`config.mk`:
```
export PLATFORM = sky130hd
export DESIGN_NAME = led_matrix_scanner
export DESIGN_NICKNAME = d
export VERILOG_FILES = /design/src/rtl/led_matrix_scanner.sv
export SDC_FILE = /design/constraint.sdc
export NUM_CORES = 1
export LEC_CHECK = 0
export ABC_AREA = 1
export BUFFER_PORTS_ARGS = -buffer_cell sky130_fd_sc_hd__buf_4
export CORE_MARGIN = 3
export CORE_UTILIZATION = 35
export CTS_BUF_LIST = sky130_fd_sc_hd__clkbuf_2
export DETAILED_ROUTE_END_ITERATION = 10
export GPL_TIMING_DRIVEN = 0
export PLACE_DENSITY = 0.5
export SLEW_MARGIN = 20
export SYNTH_ARGS = -nofsm -noshare
export SYNTH_HDL_FRONTEND = slang
export SYNTH_SLANG_ARGS = --single-unit
```
`constraint.sdc`:
```
create_clock -name clk_50mhz -period 2.6 [get_ports clk_50mhz]
set_clock_uncertainty 0.05 [all_clocks]
set_input_delay 0.39 -clock clk_50mhz [delete_from_list [all_inputs] [get_ports clk_50mhz]]
set_output_delay 0.39 -clock clk_50mhz [all_outputs]
set_load 0.02 [all_outputs]
```
`src/rtl/led_matrix_scanner.sv`:
```
// led_matrix_scanner
//   Drives a column-multiplexed LED matrix from a double-buffered frame bitmap.
//   A frame written by the frame source is staged first. It becomes the
//   displayed frame only when the scan wraps from the last column back to
//   column 0, so the matrix never tears. Each column slot ends with a guard
//   gap in which every row and every column is off, which suppresses ghosting.
//
//   Optional feature: define BRIGHTNESS_PWM_EN to add the brightness_i[3:0]
//   input. Row drive in the ON phase is then gated by a free-running 4-bit PWM
//   counter (duty = brightness_i/16). Column drive is not affected.
//
// Ports
//   clk_50mhz      in   system clock
//   init_pulse     in   synchronous active-high reset
//   brightness_i   in   [3:0] row PWM duty (present only with BRIGHTNESS_PWM_EN)
//   frame_i        in   [N_ROWS*N_COLS] bitmap; bits [c*N_ROWS +: N_ROWS] = column c
//   frame_valid_i  in   one-cycle strobe; stage frame_i
//   blank_i        in   level; force the matrix dark while scanning continues
//   rows_status    out  [N_ROWS] row drive, active-high
//   columns_status out  [N_COLS] column drive, active-low
//   frame_ack_o    out  one-cycle pulse when a new frame becomes the displayed frame
//   col_idx_o      out  [2:0] index of the current column slot
module led_matrix_scanner #(
  parameter int N_ROWS    = 7,
  parameter int N_COLS    = 5,
  parameter int COL_TICKS = 50000,
  parameter int GUARD     = 500
) (
  input  logic                     clk_50mhz,
  input  logic                     init_pulse,
`ifdef BRIGHTNESS_PWM_EN
  input  logic [3:0]               brightness_i,
`endif
  input  logic [N_ROWS*N_COLS-1:0] frame_i,
  input  logic                     frame_valid_i,
  input  logic                     blank_i,
  output logic [N_ROWS-1:0]        rows_status,
  output logic [N_COLS-1:0]        columns_status,
  output logic                     frame_ack_o,
  output logic [2:0]               col_idx_o
);

  localparam int FW = N_ROWS * N_COLS;
  localparam int TW = $clog2(COL_TICKS);

  typedef enum logic {
    ST_ON  = 1'b0,
    ST_GAP = 1'b1
  } state_t;

  state_t            state;
  logic [TW-1:0]     tick;
  logic [FW-1:0]     active;
  logic [FW-1:0]     staging;
  logic              pending;

  logic              tick_wrap;
  logic              gap_start;
  logic              last_col;
  logic              boundary;
  logic              pwm_on;
  logic [N_ROWS-1:0] col_rows;
  logic [N_COLS-1:0] col_sel;

  assign tick_wrap = (tick == TW'(COL_TICKS - 1));
  assign gap_start = (tick == TW'(COL_TICKS - GUARD - 1));
  assign last_col  = (col_idx_o == 3'(N_COLS - 1));
  assign boundary  = tick_wrap && last_col;
  assign col_rows  = active[int'(col_idx_o) * N_ROWS +: N_ROWS];
  assign col_sel   = N_COLS'(1) << col_idx_o;

`ifdef BRIGHTNESS_PWM_EN
  logic [3:0] pwm;

  assign pwm_on = (pwm < brightness_i);

  always_ff @(posedge clk_50mhz) begin
    if (init_pulse) pwm <= '0;
    else            pwm <= pwm + 4'd1;
  end
`else
  assign pwm_on = 1'b1;
`endif

  always_ff @(posedge clk_50mhz) begin
    if (init_pulse) begin
      state          <= ST_ON;
      tick           <= '0;
      col_idx_o      <= '0;
      active         <= '0;
      staging        <= '0;
      pending        <= 1'b0;
      rows_status    <= '0;
      columns_status <= '1;
      frame_ack_o    <= 1'b0;
    end else begin
      tick <= tick_wrap ? '0 : tick + TW'(1);

      if (tick_wrap)
        col_idx_o <= last_col ? '0 : col_idx_o + 3'd1;

      case (state)
        ST_ON:   if (gap_start) state <= ST_GAP;
        ST_GAP:  if (tick_wrap) state <= ST_ON;
        default: state <= ST_ON;
      endcase

      // Drive follows the state the counter is in now, so it lags by one cycle.
      if (state == ST_ON) begin
        rows_status    <= col_rows & {N_ROWS{~blank_i & pwm_on}};
        columns_status <= ~col_sel;
      end else begin
        rows_status    <= '0;
        columns_status <= '1;
      end

      // A strobe on the boundary cycle itself goes straight to the active
      // buffer; otherwise it waits in staging until the next boundary.
      frame_ack_o <= 1'b0;
      if (boundary) begin
        if (frame_valid_i) begin
          active      <= frame_i;
          staging     <= frame_i;
          frame_ack_o <= 1'b1;
        end else if (pending) begin
          active      <= staging;
          frame_ack_o <= 1'b1;
        end
        pending <= 1'b0;
      end else if (frame_valid_i) begin
        staging <= frame_i;
        pending <= 1'b1;
      end
    end
  end

endmodule

```
==> results of run 1 <==
## through the flow
stage / hold slack [ns] / setup slack [ns] / area, um^2
2_1_floorplan: 0.383 / 0.569 / 4540
3_3_place_gp: 0.395 / 0.106 / 5150
3_5_place_dp: 0.415 / 0.0983 / 5150
4_1_cts: 0.00998 / 0.0638 / 5250
5_1_grt: 0.0354 / 0.0252 / 5250
6_report: 0.0826 / 0.219 / 5250
## worst min path at each step
| stage | to |
|---|---|
| 6_report | staging[20] |
| 5_1_grt | staging[15] |
| 4_1_cts | staging[15] |
| 3_5_place_dp | state |
| 3_3_place_gp | tick[0] |
| 2_1_floorplan | tick[0] |
## synthesized netlist by cell type (3+ instances only)
master	number	area, um^2
nor2_1	149	559
buf_1	8	30.0
clkbuf_1	11	41.3
buf_2	10	50.1
buf_6	5	56.3
nand2_2	3	18.8
ha_1	7	87.6
inv_1	65	244
a21oi_1	18	90.1
nand2_1	112	420
nand3_1	16	80.1
xor2_1	4	35.0
o21ai_0	59	295
nand4_1	41	257
o22ai_1	7	43.8
nor3_1	4	20.0
dfxtp_1	104	2080
## tightest hold or removal path, cell delays in order
cell and delay [ns]:
buf_4 0.11, inv_1 0.04, nand2_1 0.04, o21ai_0 0.10
nor2_1 0.05
## area by class of cell
class                           count  area, um^2  area share
Sequential cell                   104        2080       0.397
Buffer                             34         181      0.0346
Timing Repair Buffer               53         398      0.0758
Inverter                           68         259      0.0493
Multi-Input combinational cell    431        2020       0.384
Clock buffer                       11        55.1      0.0105
Clock inverter                      5        47.5     0.00906
Tap cell                          168         210      0.0400
## layout by cell type (no fill, tap or decap), types with 2 or more instances in the layout
master    instances
a21oi_1          18
buf_1             7
buf_2            10
buf_4            54
buf_6             5
clkbuf_1         11
clkbuf_2         11
clkinv_1          3
clkinv_2          2
dfxtp_1         104
ha_1              7
inv_1            64
inv_2             2
nand2_1         112
nand2_2           3
nand3_1          16
nand4_1          41
nor2_1          149
nor2_4            2
nor3_1            4
o21ai_0          59
o22ai_1           7
xor2_1            4
## timing repair
item,CTS,global route
gates resized for setup,0,1
setup endpoints to repair,0,27
hold buffers,0,0
## state kept, by name, summed over array words and instances (netlist names)
register	count
pending	1
state	1
columns_status	5
col_idx_o	3
tick	16
rows_status	7
active	35
staging	35
frame_ack_o	1
## routing by layer
layer  vias to the layer above  share of wire
li1                       2165              -
met1                      1854           0.50
met2                        57           0.46
met3                         7          0.035
met4                         0         0.0085
met5                         -              0
## cell families (layout without fill, tap and decap cells)
kind of cell / count (synthesis) / in the layout / synth area share
xor gates and xnor gates: 4 / 4 / 0.00772
AOI/OAI and AO/OA: 85 / 85 / 0.0956
adders and majority gates: 7 / 7 / 0.0193
DFF: 104 / 104 / 0.459
and+or+nand+nor: 335 / 335 / 0.322
buffers and inverters: 103 / 171 / 0.0970
## power breakdown
part           switching (uW)  leakage [uW]  total, uW  internal (uW)
clock network             523     0.0000708        744            221
registers                12.4      0.000848       1650           1640
logic                     132       0.00141        216           84.6
total                     667       0.00233       2610           1950
==> run metrics, run 1 <==
Final period util=0.916; met1 Use GR=0.226; gr usage total=0.171; CTS tree=built; core area=12400 um^2; Seq cells post-synth=104; Post-CTS Setup Inserts=0; ys flop type=dfxtp_1; final std cells w/o fill=874; worst hold path depth=5; synthesized area=4540 um^2; global routing usage on met3=0.0448; Clock Path Buffers=2; area delta synth->final=15.7%; Design Power=2610 uW; Setup Viol. Count Final=0; critical path's top delay family=buffers and inverters; Placer Congestion=0.883; share of layout cells above drive strength 1=0.136; Fin Setup TNS=0 ns; port bufs=53; status=complete, no violations; DRC viols=0; worst endpoint required time=3.11 ns; HP Class=in -> reg; clock root buffer=clkbuf_2; crit path launch=col_idx_o[0]; Crit-path slowest cell=dfxtp_1; gr busiest metal=met2; crit end category=register; global-route wire length before repair=19600 um; Syn Inst Count=638; FP Rows=40; VDD IR-drop max=241 uV; first-pass iteration count of the detailed router=4; Die Wd=120 um; P_leak=0.00233 uW; CTS H-tree lvls=3; total of max-cap violations=0; Post-synth ARST share=0; DR vias=4083; starting density of the core=0.367; EDFF count, synth=0; layout net count=747; DP HPWL=9010 um; Final ANT Viol Nets=0; data arrival time of the worst path=2.89 ns; Vias/cell=4.67; Power Dens Cells=498 nW/um^2; Post-Route Utilization=0.425; Period minus WS final=2.38 ns; Seq/Total Area, Yosys=0.459; R2R setup slack=0.22 ns; Slew HR=0.583; synth warn=0; # diodes=0; startpoint types=register; Crit path depth=9; placed cell count=859; syn nets=684; CTS Sinks=104; WS Path Type=reg -> reg; Fmax=420 MHz; unrepaired setup endpoints after global routing=no; CP cell instances=clkinvlp_4, ha_1, nand2_1, inv_1, buf_2, buf_2, nand4_1, nand2_1, nor2_1; wire length per cell=13.2 um; die area=14400 um^2; fill count=1372; fin. max-slew vios=0; Worst path max stage delay=0.67 ns; largest net degree at the start of global routing=16; FF-to-FF path depth=9; worst hold path startpoint=frame_i[20]; Buf+Inv Stages, Crit Path=4; io pins=55; crit-path max FO=17; M2 GR Usage=0.280; worst r2r src=col_idx_o[0]; Netlist cell types=30; final hold viol count=0; r2r endpoint=active[20]; clk_lat worst skew=0.60 ns; vias in the first global route=4057; Die Y=120 um; initial antenna violation count=0; gr ovfl total=0; Clock transition at path regs=0.26 ns; Routed WL=11600 um; syn_area_per_cell=7.11 um^2; initial drt markers=214; worst slew pin tran=0.626 ns; Critical path destination=active[20]; clock buffer count from CTS=9
No activity file was read; power rests on OpenSTA's default activity.
==> run 2: changes to the inputs <==
--- a/config.mk
+++ b/config.mk
@@ -12,7 +12,7 @@
 export CTS_BUF_LIST = sky130_fd_sc_hd__clkbuf_2
 export DETAILED_ROUTE_END_ITERATION = 10
 export GPL_TIMING_DRIVEN = 0
-export PLACE_DENSITY = 0.5
+export PLACE_DENSITY = 0.59
 export SLEW_MARGIN = 20
 export SYNTH_ARGS = -nofsm -noshare
 export SYNTH_HDL_FRONTEND = slang
==> run 2 against run 1 <==
Compared with the run above:
- sequential power hardly changed
- largest cell class unchanged
- critical path depth is 1 lower
- non-clock buffer count is 2 higher
- critical path type unchanged
- clock power is 16% higher
- critical endpoint is now frame_ack_o
- via count is 1.1% higher
- setup slack worse by 0.066 ns
- sequential cell count stayed put
- sequential share of layout area is 0.36 points lower
- core utilization is 0.38 points higher
- hold slack worse by 0.054 ns
==> run metrics, run 2 (synthesis gave the netlist of run 1 again) <==
placed cell count=859 (unchanged); Clock Path Buffers=2 (unchanged); area delta synth->final=16.7%; most frequent cells in the layout=149 x nor2_1, 112 x nand2_1, 104 x dfxtp_1; unrepaired setup endpoints after global routing=yes; Design Power=2730 uW (+4.5%); die area=14400 um^2 (unchanged); Clock transition at path regs=0.28 ns (+0.02 ns); Net Sw Frac=0.251 (-0.00363); total of max-cap violations=0 (unchanged); layout net count=749 (+0.27%); sequential power share=0.605 (-0.028); Power Dens Cells=516 nW/um^2 (+3.6%); # diodes=0 (unchanged); DR vias=4129 (+1.1%); wire length per cell=12.8 um (-3.4%); Setup Viol. Count Final=0 (unchanged); Slew HR=0.587 (+0.00410); clock root buffer=clkbuf_2; top sig layer=met4; starting density of the core=0.367 (unchanged); WS Path Type=reg -> reg; Fmax=409 MHz (-2.7%); Internal=2050 uW (+5.0%); Die Y=120 um (unchanged); Routed WL=11200 um (-3.2%); Routed met3 length=564 um (+38%); vias in the first global route=4078 (+0.52%); Worst path max stage delay=0.51 ns (-0.16 ns); final hold viol count=0 (unchanged); worst slew pin tran=0.620 ns (-0.00615 ns); data arrival time of the worst path=2.94 ns (+0.05 ns); gr usage total=0.166 (-0.00480); CP cell instances=inv_1, ha_1, nand2_1, inv_1, buf_2, buf_2, nand3_1, nor3_1; first-pass iteration count of the detailed router=5 (+1); Period minus WS final=2.45 ns (+0.0656 ns); CTS Sinks=104 (unchanged); CTS tree=built; Final period util=0.941 (+0.0252); port bufs=53 (unchanged); initial antenna violation count=0 (unchanged); Crit-path slowest cell=dfxtp_1; Comb power frac=0.079 (-0.004); DP HPWL=8640 um (-4.1%); DR WL met2=5200 um (-1.8%); P_leak=0.00234 uW (+0.64%); Psw=687 uW (+3.0%); initial drt markers=244 (+14%); VDD IR-drop max=327 uV (+36%); core area=12400 um^2 (unchanged); worst endpoint required time=3.09 ns (-0.02 ns); status=complete, no violations; Clock Power Share=0.315 (+0.031); crit-path max FO=17 (unchanged); Fin Setup TNS=0 ns (unchanged); CTS H-tree lvls=3 (unchanged); gr ovfl total=0 (unchanged); global-route wire length before repair=19100 um (-2.5%); Die Wd=120 um (unchanged); Vias/cell=4.71 (+0.90%); Post-CTS Setup Inserts=0 (unchanged); fin. max-slew vios=0 (unchanged); Placer Congestion=0.884 (+0.11%); crit end category=register; io pins=55 (unchanged); commonest non-fill, non-tap cell in the layout=nor2_1; largest net degree at the start of global routing=18 (+2); clock buffer count from CTS=9 (unchanged); Final ANT Viol Nets=0 (unchanged); Fin Hold WS=0.0286 ns (-0.0540 ns); clk_lat worst skew=0.63 ns (+0.03 ns); final std cells w/o fill=876 (+0.23%); biggest regs=active (35), staging (35), tick (16); startpoint types=register; Post-Route Utilization=0.429 (+0.00385); HP Class=in -> reg; share of layout cells above drive strength 1=0.134 (-0.00180); FP Rows=40 (unchanged); M1 WL=5320 um (-7.4%); DRC viols=0 (unchanged)
-- run 2: changes by cell type in the layout (fill, tap and decap cells not counted) --
| cell | before | now |
|---|---|---|
| clkinv_2 | 2 | 0 |
| bufinv_16 | 1 | 2 |
| clkinv_4 | 0 | 1 |
| inv_1 | 64 | 65 |
| dlygate4sd3_1 | 0 | 2 |
| clkbuf_2 | 11 | 10 |
-- run 2: final timing paths --
path | startpoint | to | cells after the start | slack [ns]
min reg2reg | state | state | 2 | 0.44
max reg2reg | col_idx_o[0] | frame_ack_o | 8 | 0.15
max | col_idx_o[0] | frame_ack_o | 8 | 0.15
min | frame_i[22] | staging[22] | 5 | 0.03
-- run 2: critical path, delay by kind of cell (launching register included) --
kind | cells | cell delay (ns)
adder cells (fa/ha/maj) | 1 | 0.25
buffers and inverters | 4 | 1.19
flip-flops | 1 | 0.51
AND/OR/NAND/NOR | 3 | 0.36
-- run 2: area by class of cell --
type / count / area (um^2)
buffer: 34 / 181
clock buffer: 10 / 50.0
clock inverter: 6 / 83.8
fill: 1349 / 7060
inverter: 68 / 255
multi-input combinational: 431 / 2020
sequential: 104 / 2080
tap: 168 / 210
timing repair buffer: 55 / 418
-- run 2: metrics by stage --
stage,setup slack [ns],instance area [um^2]
6_report,0.153,5300
5_1_grt,-0.0216,5300
4_1_cts,0.179,5290
3_5_place_dp,0.0370,5150
3_3_place_gp,-0.0110,5150
2_1_floorplan,0.569,4540
-- run 2: layer usage --
layer | GRT usage | vias up
li1 | - | 2167
met1 | 0.212 | 1859
met2 | 0.274 | 94
met3 | 0.0490 | 9
met4 | 0.0429 | 0
met5 | 0 | -
-- run 2: repair_timing --
action | CTS | global route
endpoints found under the setup margin | 1 | 1
hold buffers | 1 | 1
hold endpoints to repair | 1 | 1
pin swaps | 0 | 0
gates resized for setup | 0 | 0
-- run 2: power groups by stage --
stage / logic [uW] / registers (uW) / clock network (uW)
2_1_floorplan: 129 / 1680 / 0
3_3_place_gp: 212 / 1680 / 0
3_5_place_dp: 216 / 1680 / 0
4_1_cts: 218 / 1660 / 891
5_1_grt: 251 / 1660 / 957
6_report: 216 / 1650 / 862
